<file path="src/rtl/bcd_to_bin.sv">
// ---------------------------------------------------------------------------
// bcd_to_bin
// Sequential packed-BCD to unsigned binary converter. A DIGITS-digit BCD word
// is latched on an accepted start and folded in one digit per clock, most
// significant digit first, using acc = acc*10 + digit. The result appears on S
// together with a one-cycle done pulse. Invalid nibbles (>9) are treated as 0
// and flagged; values above 2^OUT_WIDTH-1 saturate S and are flagged.
//
// Ports:
//   clk        system clock, all state changes on its rising edge
//   reset      synchronous active-low reset, highest priority
//   start      conversion request, accepted only while busy=0
//   bcd_in     packed BCD word, most significant digit in the top nibble
//   busy       high while a conversion is in progress
//   done       one-cycle pulse, S and flags valid
//   S          binary result, held until the next completed conversion
//   err_digit  sticky: a nibble of the latched word was greater than 9
//   err_ovf    sticky: the decimal value exceeded 2^OUT_WIDTH-1, S saturated
// ---------------------------------------------------------------------------
module bcd_to_bin #(
    parameter int DIGITS    = 5,
    parameter int OUT_WIDTH = 16
) (
    input  logic                    clk,
    input  logic                    reset,
    input  logic                    start,
    input  logic [4*DIGITS-1:0]     bcd_in,
    output logic                    busy,
    output logic                    done,
    output logic [OUT_WIDTH-1:0]    S,
    output logic                    err_digit,
    output logic                    err_ovf
);

    localparam int CNT_W = (DIGITS > 1) ? $clog2(DIGITS) : 1;
    localparam logic [CNT_W-1:0]     LAST_CNT = CNT_W'(DIGITS - 1);
    localparam logic [CNT_W-1:0]     CNT_ONE  = CNT_W'(1);
    localparam logic [OUT_WIDTH-1:0] ACC_MAX  = {OUT_WIDTH{1'b1}};
    localparam logic [OUT_WIDTH+3:0] EXT_MAX  = {4'b0000, {OUT_WIDTH{1'b1}}};

    typedef enum logic [0:0] {
        IDLE = 1'b0,
        CONV = 1'b1
    } state_t;

    // acc*10 + d at OUT_WIDTH+4 bits; acc < 2^OUT_WIDTH so this never wraps
    function automatic logic [OUT_WIDTH+3:0] mul10_add(
        input logic [OUT_WIDTH-1:0] a,
        input logic [3:0]           d
    );
        logic [OUT_WIDTH+3:0] ext;
        ext = {4'b0000, a};
        return (ext << 3) + (ext << 1) + {{OUT_WIDTH{1'b0}}, d};
    endfunction

    state_t                 state_r;
    logic [4*DIGITS-1:0]    sreg_r;
    logic [OUT_WIDTH-1:0]   acc_r;
    logic [CNT_W-1:0]       cnt_r;

    logic [3:0]             digit_s;
    logic                   digit_bad_s;
    logic [3:0]             digit_use_s;
    logic [OUT_WIDTH+3:0]   next_s;
    logic                   ovf_s;
    logic [OUT_WIDTH-1:0]   acc_next_s;
    logic                   last_s;

    // Digit datapath: validate the top nibble and compute the saturated next accumulator
    always_comb begin
        digit_s     = sreg_r[4*DIGITS-1 -: 4];
        digit_bad_s = 1'b0;
        digit_use_s = digit_s;
        if (digit_s > 4'd9) begin
            digit_bad_s = 1'b1;
            digit_use_s = 4'd0;
        end else begin
            digit_bad_s = 1'b0;
            digit_use_s = digit_s;
        end
        next_s = mul10_add(acc_r, digit_use_s);
        ovf_s  = 1'b0;
        if (next_s > EXT_MAX) begin
            // once clamped, acc*10 always exceeds the limit again, so it stays saturated
            ovf_s      = 1'b1;
            acc_next_s = ACC_MAX;
        end else begin
            ovf_s      = 1'b0;
            acc_next_s = next_s[OUT_WIDTH-1:0];
        end
        last_s = (cnt_r == LAST_CNT);
    end

    // Control FSM and all registered outputs
    always_ff @(posedge clk) begin
        if (!reset) begin
            state_r   <= IDLE;
            sreg_r    <= '0;
            acc_r     <= '0;
            cnt_r     <= '0;
            busy      <= 1'b0;
            done      <= 1'b0;
            S         <= '0;
            err_digit <= 1'b0;
            err_ovf   <= 1'b0;
        end else begin
            case (state_r)
                IDLE: begin
                    done <= 1'b0;
                    if (start) begin
                        sreg_r    <= bcd_in;
                        acc_r     <= '0;
                        cnt_r     <= '0;
                        err_digit <= 1'b0;
                        err_ovf   <= 1'b0;
                        busy      <= 1'b1;
                        state_r   <= CONV;
                    end else begin
                        state_r <= IDLE;
                    end
                end
                CONV: begin
                    acc_r  <= acc_next_s;
                    sreg_r <= sreg_r << 4;
                    cnt_r  <= cnt_r + CNT_ONE;
                    if (digit_bad_s) begin
                        err_digit <= 1'b1;
                    end
                    if (ovf_s) begin
                        err_ovf <= 1'b1;
                    end
                    if (last_s) begin
                        S       <= acc_next_s;
                        done    <= 1'b1;
                        busy    <= 1'b0;
                        state_r <= IDLE;
                    end else begin
                        done    <= 1'b0;
                        state_r <= CONV;
                    end
                end
                default: begin
                    state_r <= IDLE;
                    busy    <= 1'b0;
                    done    <= 1'b0;
                end
            endcase
        end
    end

endmodule

</file>
<file path="config.mk">
export PLATFORM = sky130hd
export DESIGN_NAME = bcd_to_bin
export DESIGN_NICKNAME = d
export VERILOG_FILES = /design/src/rtl/bcd_to_bin.sv
export SDC_FILE = /design/constraint.sdc
export NUM_CORES = 1
export LEC_CHECK = 0
export ABC_AREA = 1
export BUFFER_PORTS_ARGS = -buffer_cell sky130_fd_sc_hd__buf_4
export CAP_MARGIN = 20
export CORE_ASPECT_RATIO = 0.9
export CORE_MARGIN = 10
export CORE_UTILIZATION = 50
export CTS_CLUSTER_DIAMETER = 200
export DETAILED_ROUTE_END_ITERATION = 10
export PLACE_DENSITY = 0.8
export SYNTH_ARGS = -nofsm -noshare
export SYNTH_HDL_FRONTEND = slang
export SYNTH_SLANG_ARGS = --single-unit
</file>
<file path="constraint.sdc">
create_clock -name clk -period 3.7 [get_ports clk]
set_input_delay 0.185 -clock clk [delete_from_list [all_inputs] [get_ports clk]]
set_output_delay 0.185 -clock clk [all_outputs]
set_load 0.1 [all_outputs]
</file>
==> impl_metrics.csv, run 1 <==
group,metric,value,unit
clock_network,tritoncts_clock_tree,"built",
routing,first_pass_iters,5,
timing,setup_viols_final,0,
timing,grt_setup_unrepaired,"no",
routing,drt-vias-per-instance,5.221,
yosys,synth_area_leader_cell,"sky130_fd_sc_hd__dfxtp_1",
grt,grt_pass1_wl,15820,um
pwr,power_leakage,2.386,nW
floorplan,pin_count,43,
setup_path,crit_type,"register to register",
placement,placement.setup.worst_slack,0.3725,ns
grt,number_of_global_route_vias_before_repair,3331,
timing,finalHoldWorstSlack,0.1138,ns
timing,relSlewSlack,49.11,%
floorplan,floorplan.initialDensity,51.86,%
clock_network,clock_sink_count,60,
placement,place_hpwl,6999,um
timing,postLayoutSetupSlackWorst,0.2443,ns
clock_network,holdBufCountCts,0,
routing,finalWirelength,9602,um
clock_network,cts.path.max_buffers,2,
timing,final.setup.tns,0,ns
pwr,p_per_area,550.8,nW/um2
floorplan,core_area,7148,um2
timing,clock_skew,0.01072,ns
yosys,syn-cell-area,3707,um2
clock_network,root_buffer,"sky130_fd_sc_hd__clkbuf_8",
setup_path,crit_path_max_incr_delay,0.50,ns
setup_path,reg2reg_setup_slack,0.24,ns
yosys,syn-instance-count,544,
placement,gpl.final_weighted_congestion,0.9224,
placement,port_buffers,42,
finish,syn_to_final_growth,17.65,%
yosys,yosysWarningCount,0,
grt,grt_antenna_before_repair,0,
yosys,postSynthAreaPerCell,6.815,um2
finish,layout.cells.most_common,"sky130_fd_sc_hd__nand2_1",
floorplan,row_count,29,
timing,post-route-min-period,3.456,ns
setup_path,cp_cell_sequence,"inv_1, a21oi_1, nor2_1, fa_1, fa_1, nand2_1, nand2_1, nand3_1, nand2_2, nand2_1, nand2_1, nand2_1, nand2_1, nor2_4, nand3_1, nand2_1, a21oi_1",
yosys,synthesis.nets,602,
clock_network,clk-insertion-delay-late,0.35,ns
grt,grtUsageTotal,16.76,%
clock_network,tritoncts.num_buffers,9,
yosys,ys_seq_elements,60,
yosys,synth.yosys.seq_area_share,32.40,%
yosys,post-synth-top-area-fraction,32.40,%
yosys,post_synth_main_area_contributors,"sky130_fd_sc_hd__dfxtp_1 (32%), sky130_fd_sc_hd__nand2_1 (18%), sky130_fd_sc_hd__ha_1 (11%), sky130_fd_sc_hd__inv_1 (7.0%), sky130_fd_sc_hd__nand3_1 (6.9%)",
timing,slew_viol_final,0,
finish,num-nets-final,648,
job,number_of_max_capacitance_violations_reported,0,
setup_path,path_common_cell,"sky130_fd_sc_hd__nand2_1",
floorplan,fp.dieArea,11260,um2
grt,remaining_global_route_overflow,0,
routing,wire_length_per_cell_after_detailed_routing,13.96,um
finish,final_cell_area,4362,um2
routing,residual_drc_count,0,
routing,drt.antenna.violating_nets,0,
finish,final_core_util,61.02,%
clock_network,clock_edge_transition_at_the_registers_on_the_reported_setup_and_hold_paths,0.07,ns
finish,fillCellCount,637,
timing,min_period_over_period,93.40,%
outcome,status,"finished, final reports clean",
routing,detailroute.via_count,3592,
finish,final_cell_mix,"sky130_fd_sc_hd__nand2_1 (175), sky130_fd_sc_hd__inv_1 (69), sky130_fd_sc_hd__dfxtp_1 (60)",
setup_path,worstSetupEndpointType,"register",
timing,final_hold_viol_count,0,
timing,max_freq,0.2894,GHz
routing,drt_iter0_drc,327,
floorplan,die_x,110.8,um
yosys,netlist-cell-type-count,31,
placement,placed_cell_area,4079,um2
setup_path,worst-endpoint-arrival,3.65,ns
pwr,irDropWorstVdd,0.3007,mV
setup_path,worst-path-max-fanout,17,
worst_hold_path,worstHoldPathType,"input port to register",
timing,worst_margin_pin_slew,0.7625,ns
setup_path,worstSetupStartpointType,"register",
finish,diodes,0,
finish,final_layout_size_suffix_gt1_share,16.64,%
floorplan,fp.dieH,101.7,um
setup_path,worst_ep_required_time,3.89,ns
clock_network,cts_max_level,3,
setup_path,critical_path.slowest_cell,"sky130_fd_sc_hd__fa_1",
grt,grt_start_max_net_pins,37,
## critical path, delay by kind of cell (launching register included)
family	cells	cell delay [ns]
DFF	1	0.31
and+or+nand+nor	12	1.51
adders and majority gates	2	0.99
AOI/OAI and AO/OA	2	0.40
buffers and inverters	1	0.06
## report_power, final
group          internal (mW)  switching (mW)
Clock                  0.376           0.276
Sequential             0.707          0.0629
Combinational          0.400           0.580
## cell usage after synthesis
master	count
sky130_fd_sc_hd__a21oi_1	39
sky130_fd_sc_hd__a21oi_2	2
sky130_fd_sc_hd__a22oi_1	4
sky130_fd_sc_hd__and2_1	2
sky130_fd_sc_hd__buf_1	5
sky130_fd_sc_hd__buf_2	2
sky130_fd_sc_hd__buf_6	1
sky130_fd_sc_hd__buf_8	1
sky130_fd_sc_hd__clkbuf_1	12
sky130_fd_sc_hd__dfxtp_1	60
sky130_fd_sc_hd__fa_1	2
sky130_fd_sc_hd__ha_1	33
sky130_fd_sc_hd__inv_1	69
sky130_fd_sc_hd__inv_2	3
sky130_fd_sc_hd__nand2_1	175
sky130_fd_sc_hd__nand2_2	8
sky130_fd_sc_hd__nand3_1	51
sky130_fd_sc_hd__nand3_2	10
sky130_fd_sc_hd__nand3b_1	2
sky130_fd_sc_hd__nor2_1	28
sky130_fd_sc_hd__nor2_4	2
sky130_fd_sc_hd__nor3_1	3
sky130_fd_sc_hd__nor3_2	1
sky130_fd_sc_hd__nor3b_1	1
sky130_fd_sc_hd__o211ai_1	2
sky130_fd_sc_hd__o21ai_0	13
sky130_fd_sc_hd__o21bai_1	1
sky130_fd_sc_hd__o221ai_1	2
sky130_fd_sc_hd__or2_1	1
sky130_fd_sc_hd__xnor2_1	7
sky130_fd_sc_hd__xor2_1	2
## per-layer routing
metal | GRT usage [%] | share of wire, %
met3 | 3.901 | 6.7
met5 | 0 | 0
met4 | 6.200 | 1.5
met2 | 27.22 | 48
met1 | 21.28 | 44
## per-stage QoR
stage | cells | total power, mW
CTS | 679 | 2.283
global placement | 663 | 1.601
floorplan | 544 | 1.457
detailed placement | 663 | 1.631
global route | 688 | 2.550
finish | 688 | 2.402
## registers in the layout, summed over array words and instances, names as in the netlist
| signal | cells |
|---|---|
| S | 16 |
| acc_r | 16 |
| busy | 1 |
| cnt_r | 3 |
| done | 1 |
| err_digit | 1 |
| err_ovf | 1 |
| sreg_r | 20 |
| state_r | 1 |
## final timing paths
path               end  cells after the start        from
max           acc_r[3]                     17  sreg_r[18]
min          sreg_r[3]                      3   bcd_in[3]
max reg2reg   acc_r[3]                     17  sreg_r[18]
min reg2reg      S[12]                      2       S[12]
## area by class of cell
| cell class | count | area [um2] | share of cell area [%] |
|---|---|---|---|
| Clock buffer | 9 | 123.9 | 2.840 |
| Clock inverter | 7 | 91.34 | 2.094 |
| Tap cell | 93 | 116.4 | 2.668 |
| Sequential cell | 60 | 1201 | 27.54 |
| Multi-Input combinational cell | 391 | 2138 | 49.02 |
| Inverter | 72 | 270.3 | 6.196 |
| Timing Repair Buffer | 56 | 420.4 | 9.639 |
## kinds of logic (layout without fill, tap and decap cells)
| logic type | count (synthesis) | count (layout) | synth area share, % |
|---|---|---|---|
| buf+inv | 93 | 144 | 9.990 |
| simple gates | 284 | 284 | 33.88 |
| flops | 60 | 60 | 32.40 |
| compound gates | 63 | 63 | 9.383 |
| fa+ha+maj | 35 | 35 | 12.22 |
| xor+xnor | 9 | 9 | 2.126 |
## what timing repair did
item / 4_1_cts / 5_1_grt
setup buffers: 0 / 9
setup endpoints to repair: 0 / 1
resized for setup: 0 / 0
Note: power is estimated with default switching activity, not from simulation.
==> run 2, diff against run 1 <==
--- a/config.mk
+++ b/config.mk
@@ -8,7 +8,7 @@
 export ABC_AREA = 1
 export BUFFER_PORTS_ARGS = -buffer_cell sky130_fd_sc_hd__buf_4
 export CAP_MARGIN = 20
-export CORE_ASPECT_RATIO = 0.9
+export CORE_ASPECT_RATIO = 0.8
 export CORE_MARGIN = 10
 export CORE_UTILIZATION = 50
 export CTS_CLUSTER_DIAMETER = 200
==> run 2 against run 1 <==
  * Clock skew shrank 0.0027 ns
  * Sequential cell count is the same
  * Via count shrank 1.2%
  * Combinational power shrank 4.0%
  * First-iteration DRC count shrank 15%
  * Cell count shrank 1.5%
  * Wire length shrank 2.1%
  * Utilization is essentially flat
  * Count of clock-buffer cells in the layout is the same
  * Critical endpoint is now acc_r[15]
  * Largest cell class unchanged
==> impl_metrics.csv, run 2 (synthesis gave the netlist of run 1 again) <==
group,metric,value,unit
placement,place_hpwl,6839,um
timing,clock_skew,0.008068,ns
setup_path,worstSetupEndpointType,"register",
grt,number_of_global_route_vias_before_repair,3224,
timing,post-route-min-period,3.238,ns
finish,reg_top3,"sreg_r x20, S x16, acc_r x16",
finish,syn_to_final_growth,16.27,%
grt,grt_pass1_wl,15700,um
clock_network,postCtsSetupBuffers,0,
routing,detailroute.via_count,3549,
clock_network,tritoncts_clock_tree,"built",
floorplan,pin_count,43,
job,number_of_max_capacitance_violations_reported,0,
timing,final.setup.tns,0,ns
routing,finalWirelength,9401,um
placement,placed_cells_incl_taps,657,
grt,grt-busiest-layer,"met2",
placement,port_buffers,42,
floorplan,core_area,7061,um2
floorplan,fp.dieArea,11280,um2
finish,diodes,0,
grt,grt_start_max_net_pins,38,
routing,drt-vias-per-instance,5.235,
grt,remaining_global_route_overflow,0,
finish,num-nets-final,644,
setup_path,worstSetupStartpointType,"register",
outcome,status,"finished, final reports clean",
grt,grtUsageTotal,16.75,%
routing,drt_iter0_drc,277,
timing,worst_margin_pin_slew,0.7648,ns
pwr,p_per_area,518.0,nW/um2
grt,grt.met2_usage,24.51,%
timing,min_period_over_period,87.52,%
worst_hold_path,worstHoldPathType,"input port to register",
finish,layout.cells.most_common,"sky130_fd_sc_hd__nand2_1",
setup_path,crit_type,"register to register",
timing,setup_viols_final,0,
setup_path,worst-path-max-fanout,6,
floorplan,die_x,116.3,um
clock_network,cts_max_level,3,
grt,grt_antenna_before_repair,0,
clock_network,clock_edge_transition_at_the_registers_on_the_reported_setup_and_hold_paths,0.07,ns
placement,placed_cell_area,4071,um2
finish,stdcell_count,678,
finish,multi_input_comb_area,2138,um2
finish,final_core_util,61.05,%
routing,wire_length_per_cell_after_detailed_routing,13.87,um
placement,gpl.final_weighted_congestion,0.8897,
finish,regMostFlops,"sreg_r",
clock_network,cts_resized,0,
finish,final_layout_size_suffix_gt1_share,16.07,%
timing,final_hold_viol_count,0,
timing,finalHoldWorstSlack,0.1280,ns
setup_path,worst_ep_required_time,3.89,ns
routing,first_pass_iters,5,
clock_network,root_buffer,"sky130_fd_sc_hd__clkbuf_8",
clock_network,clock_sink_count,60,
finish,seqCellArea,1201,um2
pwr,irDropWorstVdd,0.3452,mV
clock_network,cts.path.max_buffers,2,
finish,final_cell_area,4310,um2
grt,grt.met1_usage,23.63,%
floorplan,fp.dieH,97.02,um
finish,final_cell_mix,"sky130_fd_sc_hd__nand2_1 (175), sky130_fd_sc_hd__inv_1 (69), sky130_fd_sc_hd__dfxtp_1 (60)",
timing,grt_setup_unrepaired,"no",
setup_path,worst-endpoint-arrival,3.42,ns
floorplan,row_count,27,
pwr,power_leakage,2.348,nW
finish,largest_register_ffs,20,
finish,fillCellCount,640,
clock_network,clk-insertion-delay-late,0.34,ns
timing,relSlewSlack,48.96,%
timing,slew_viol_final,0,
routing,drt.antenna.violating_nets,0,
grt,grt.met3_usage,4.190,%
clock_network,tritoncts.num_buffers,9,
clock_network,holdBufCountCts,0,
routing,residual_drc_count,0,
timing,max_freq,0.3088,GHz
floorplan,floorplan.initialDensity,52.51,%
[run 2: cell count changes in the layout (fill, tap and decap cells not counted), sizes merged]
cell,before,now
inv,72,73
clkinvlp,1,4
bufinv,2,0
clkinv,4,2
buf,56,52
[run 2: metal layers]
| layer | routed length [um] | up-vias |
|---|---|---|
| li1 | - | 1814 |
| met1 | 4477 | 1613 |
| met2 | 4228 | 113 |
| met3 | 600 | 9 |
| met4 | 95 | 0 |
| met5 | 0 | - |
[run 2: stage by stage]
step | worst slack, ns | total power [mW]
2_1_floorplan | 0.8754 | 1.457
3_3_place_gp | 0.5084 | 1.591
3_5_place_dp | 0.3454 | 1.616
4_1_cts | 0.3180 | 2.143
5_1_grt | 0.2468 | 2.375
6_report | 0.4618 | 2.233
[run 2: area by class of cell]
| class | instances | share of cell area, % |
|---|---|---|
| inverters | 72 | 6.270 |
| multi-input cells | 391 | 49.61 |
| clock inverters | 7 | 1.219 |
| well taps | 87 | 2.525 |
| repair buffers | 52 | 9.637 |
| clock buffers | 9 | 2.874 |
| flip-flops and latches | 60 | 27.87 |
[run 2: final timing paths]
| kind | start | endpoint | slack, ns | cells after the start |
|---|---|---|---|---|
| worst max register to register | sreg_r[18] | acc_r[15] | 0.46 | 18 |
| worst min register to register | err_digit | err_digit | 0.47 | 2 |
| worst min-delay path | bcd_in[1] | sreg_r[1] | 0.13 | 3 |
| worst max-delay path | sreg_r[18] | acc_r[15] | 0.46 | 18 |
[run 2: power breakdown]
group	total (mW)	switching (mW)	internal (mW)
logic	0.941	0.560	0.381
registers	0.767	0.0597	0.707
clock network	0.525	0.281	0.244
total	2.23	0.901	1.33
[run 2: critical path, cell delays in order (launching register included)]
cell and delay (ns):
sky130_fd_sc_hd__dfxtp_1 0.32, sky130_fd_sc_hd__inv_1 0.07, sky130_fd_sc_hd__a21oi_1 0.36, sky130_fd_sc_hd__nor2_1 0.11, sky130_fd_sc_hd__fa_1 0.51, sky130_fd_sc_hd__fa_1 0.49, sky130_fd_sc_hd__nand2_1 0.09, sky130_fd_sc_hd__nand2_1 0.08
sky130_fd_sc_hd__nand3_1 0.10, sky130_fd_sc_hd__nand2_2 0.09, sky130_fd_sc_hd__nand2_1 0.09, sky130_fd_sc_hd__nand2_1 0.06, sky130_fd_sc_hd__nand2_1 0.07, sky130_fd_sc_hd__nand2_1 0.08, sky130_fd_sc_hd__nor2_4 0.15, sky130_fd_sc_hd__buf_4 0.19
sky130_fd_sc_hd__nand3_2 0.11, sky130_fd_sc_hd__nand2_1 0.07, sky130_fd_sc_hd__a21oi_1 0.06
==> run 3, diff against run 2 <==
--- a/config.mk
+++ b/config.mk
@@ -11,6 +11,7 @@
 export CORE_ASPECT_RATIO = 0.8
 export CORE_MARGIN = 10
 export CORE_UTILIZATION = 50
+export CTS_BUF_LIST = sky130_fd_sc_hd__clkbuf_4
 export CTS_CLUSTER_DIAMETER = 200
 export DETAILED_ROUTE_END_ITERATION = 10
 export PLACE_DENSITY = 0.8
==> run 3 against run 2 <==
  * Sequential share of layout area increased by 0.37 points
  * Cell count unchanged
  * Clock power is 23% lower
  * Critical path depth unchanged
  * Hold slack got worse by 0.066 ns
  * Sequential power about the same
  * Count of clock-buffer cells in the layout did not move
  * Utilization fell by 0.80 points
  * Wire length is 0.49% lower
  * Via count is 0.20% lower
  * Clock skew is 0.0061 ns higher
  * Critical path type unchanged
  * Critical endpoint unchanged
==> impl_metrics.csv, run 3 (synthesis gave the netlist of run 1 again) <==
group,metric,value,unit
pwr,internal_power,1.226,mW
timing,worst_margin_pin_slew,0.7643,ns
timing,clock_skew,0.01414,ns
clock_network,tritoncts_clock_tree,"built",
grt,grtUsageTotal,16.68,%
timing,post-route-min-period,3.223,ns
setup_path,crit_type,"register to register",
finish,final_layout_size_suffix_gt1_share,16.07,%
placement,gpl.final_weighted_congestion,0.8897,
pwr,power_spent_charging_and_discharging_nets,0.8839,mW
routing,first_pass_iters,5,
routing,drt.antenna.violating_nets,0,
finish,regMostFlops,"sreg_r",
floorplan,pin_count,43,
grt,remaining_global_route_overflow,0,
outcome,status,"finished, final reports clean",
pwr,post-layout-total-power,2.110,mW
setup_path,reg2reg_setup_slack,0.48,ns
pwr,irDropWorstVdd,0.3116,mV
timing,max_freq,0.3103,GHz
finish,seqCellArea,1201,um2
clock_network,root_buffer,"sky130_fd_sc_hd__clkbuf_4",
routing,residual_drc_count,0,
pwr,clockPowerShare,19.2,%
timing,grt_setup_unrepaired,"no",
worst_hold_path,worstHoldEndpoint,"sreg_r[1]",
finish,diodes,0,
finish,final_cell_mix,"sky130_fd_sc_hd__nand2_1 (175), sky130_fd_sc_hd__inv_1 (69), sky130_fd_sc_hd__dfxtp_1 (60)",
pwr,power.share.combinational,44.5,%
clock_network,tritoncts.num_buffers,9,
routing,finalWirelength,9355,um
job,number_of_max_capacitance_violations_reported,0,
routing,drt_iter0_drc,255,
finish,final_cell_area,4254,um2
setup_path,worst_ep_required_time,3.95,ns
setup_path,crit_path_max_incr_delay,0.50,ns
grt,grt_pass1_wl,15640,um
pwr,switching_share_of_power,41.88,%
routing,detailroute.via_count,3542,
grt,grt_antenna_before_repair,0,
finish,multi_input_comb_area,2138,um2
finish,num-nets-final,644,
placement,placement.setup.worst_slack,0.3454,ns
grt,number_of_global_route_vias_before_repair,3234,
worst_hold_path,worstHoldPathType,"input port to register",
floorplan,row_count,27,
timing,finalHoldWorstSlack,0.06193,ns
finish,fillCellCount,656,
worst_hold_path,holdPathStages,3,
clock_network,holdBufCountCts,0,
worst_hold_path,hold_path.startpoint,"bcd_in[1]",
timing,setup_viols_final,0,
setup_path,worstSetupStartpointType,"register",
placement,place_hpwl,6839,um
placement,placed_cell_area,4071,um2
setup_path,cp_cell_sequence,"inv_1, a21oi_1, nor2_1, fa_1, fa_1, nand2_1, nand2_1, nand3_1, nand2_2, nand2_1, nand2_1, nand2_1, nand2_1, nor2_4, buf_4, nand3_2, nand2_1, a21oi_1",
finish,syn_to_final_growth,14.75,%
routing,wire_length_per_cell_after_detailed_routing,13.80,um
floorplan,core_area,7061,um2
finish,largest_register_ffs,20,
routing,drt-vias-per-instance,5.224,
pwr,p_per_area,496.1,nW/um2
timing,slew_viol_final,0,
setup_path,r2r_cells,18,
grt,grt_start_max_net_pins,38,
clock_network,clock_sink_count,60,
pwr,power_leakage,2.325,nW
setup_path,critical_path.reg2reg.startpoint,"sreg_r[18]",
setup_path,worst-path-max-fanout,6,
floorplan,floorplan.initialDensity,52.51,%
pwr,sequentialPowerShare,36.3,%
timing,postLayoutSetupSlackWorst,0.4773,ns
clock_network,clock_edge_transition_at_the_registers_on_the_reported_setup_and_hold_paths,0.12,ns
clock_network,cts.path.max_buffers,2,
timing,min_period_over_period,87.10,%
floorplan,die_x,116.3,um
finish,layout.cells.most_common,"sky130_fd_sc_hd__nand2_1",
placement,port_buffers,42,
floorplan,fp.dieH,97.02,um
setup_path,r2r-end,"acc_r[15]",
clock_network,clk-insertion-delay-late,0.40,ns
setup_path,worst-endpoint-arrival,3.47,ns
timing,relSlewSlack,48.99,%
clock_network,cts_max_level,3,
setup_path,path_common_cell,"sky130_fd_sc_hd__nand2_1",
setup_path,critical_path.slowest_cell,"sky130_fd_sc_hd__fa_1",
finish,reg_top3,"sreg_r x20, S x16, acc_r x16",
setup_path,worstSetupEndpointType,"register",
timing,final.setup.tns,0,ns
timing,final_hold_viol_count,0,
floorplan,fp.dieArea,11280,um2
==> run 3: metal layers <==
metal	global-route usage [%]	share of wire [%]	up-vias
met4	4.957	1.1	0
met2	24.56	45	109
met1	23.38	47	1610
met3	3.820	6.8	10
li1	-	-	1813
met5	0	0	-
==> run 3: stage by stage <==
stage	std cells	util, %
after CTS	673	59.37
after global routing	678	60.25
after floorplan	544	-
final	678	60.25
after global placement	657	57.66
after detailed placement	657	57.66
==> run 3: power groups by stage <==
stage	clock, mW	combinational [mW]	sequential (mW)
floorplan	0	0.679	0.778
global route	0.435	1.05	0.773
CTS	0.412	0.845	0.764
global placement	0	0.814	0.777
detailed placement	0	0.837	0.779
finish	0.405	0.940	0.766
==> run 3: how the worst max path moves through the flow <==
stage / start / to / slack (ns) / depth (start not counted)
after global placement: sreg_r[18] / acc_r[3] / 0.51 / 17
after global routing: sreg_r[18] / acc_r[13] / 0.24 / 18
after detailed placement: sreg_r[18] / acc_r[4] / 0.35 / 17
after floorplan: sreg_r[18] / err_ovf / 0.88 / 18
final: sreg_r[18] / acc_r[15] / 0.48 / 18
after CTS: sreg_r[18] / acc_r[4] / 0.31 / 17
==> run 3: layout make-up <==
class / instances / share of cell area (%)
well taps: 87 / 2.559
clock inverters: 7 / 1.235
inverters: 72 / 6.353
repair buffers: 52 / 9.765
flip-flops and latches: 60 / 28.24
multi-input cells: 391 / 50.26
clock buffers: 9 / 1.588
==> run 3: what timing repair did <==
action / 4_1_cts / 5_1_grt
setup buffers: 0 / 5
endpoints found under the setup margin: 0 / 13
gates resized for setup: 0 / 0
hold endpoints to repair: 0 / 0
==> run 3: critical path: cells and delay by family (launching register included) <==
family	cells	cell delay (ns)
AO/OA/AOI/OAI	2	0.41
buffers and inverters	2	0.25
AND/OR/NAND/NOR	12	1.08
flip-flops	1	0.33
adder cells (fa/ha/maj)	2	0.99
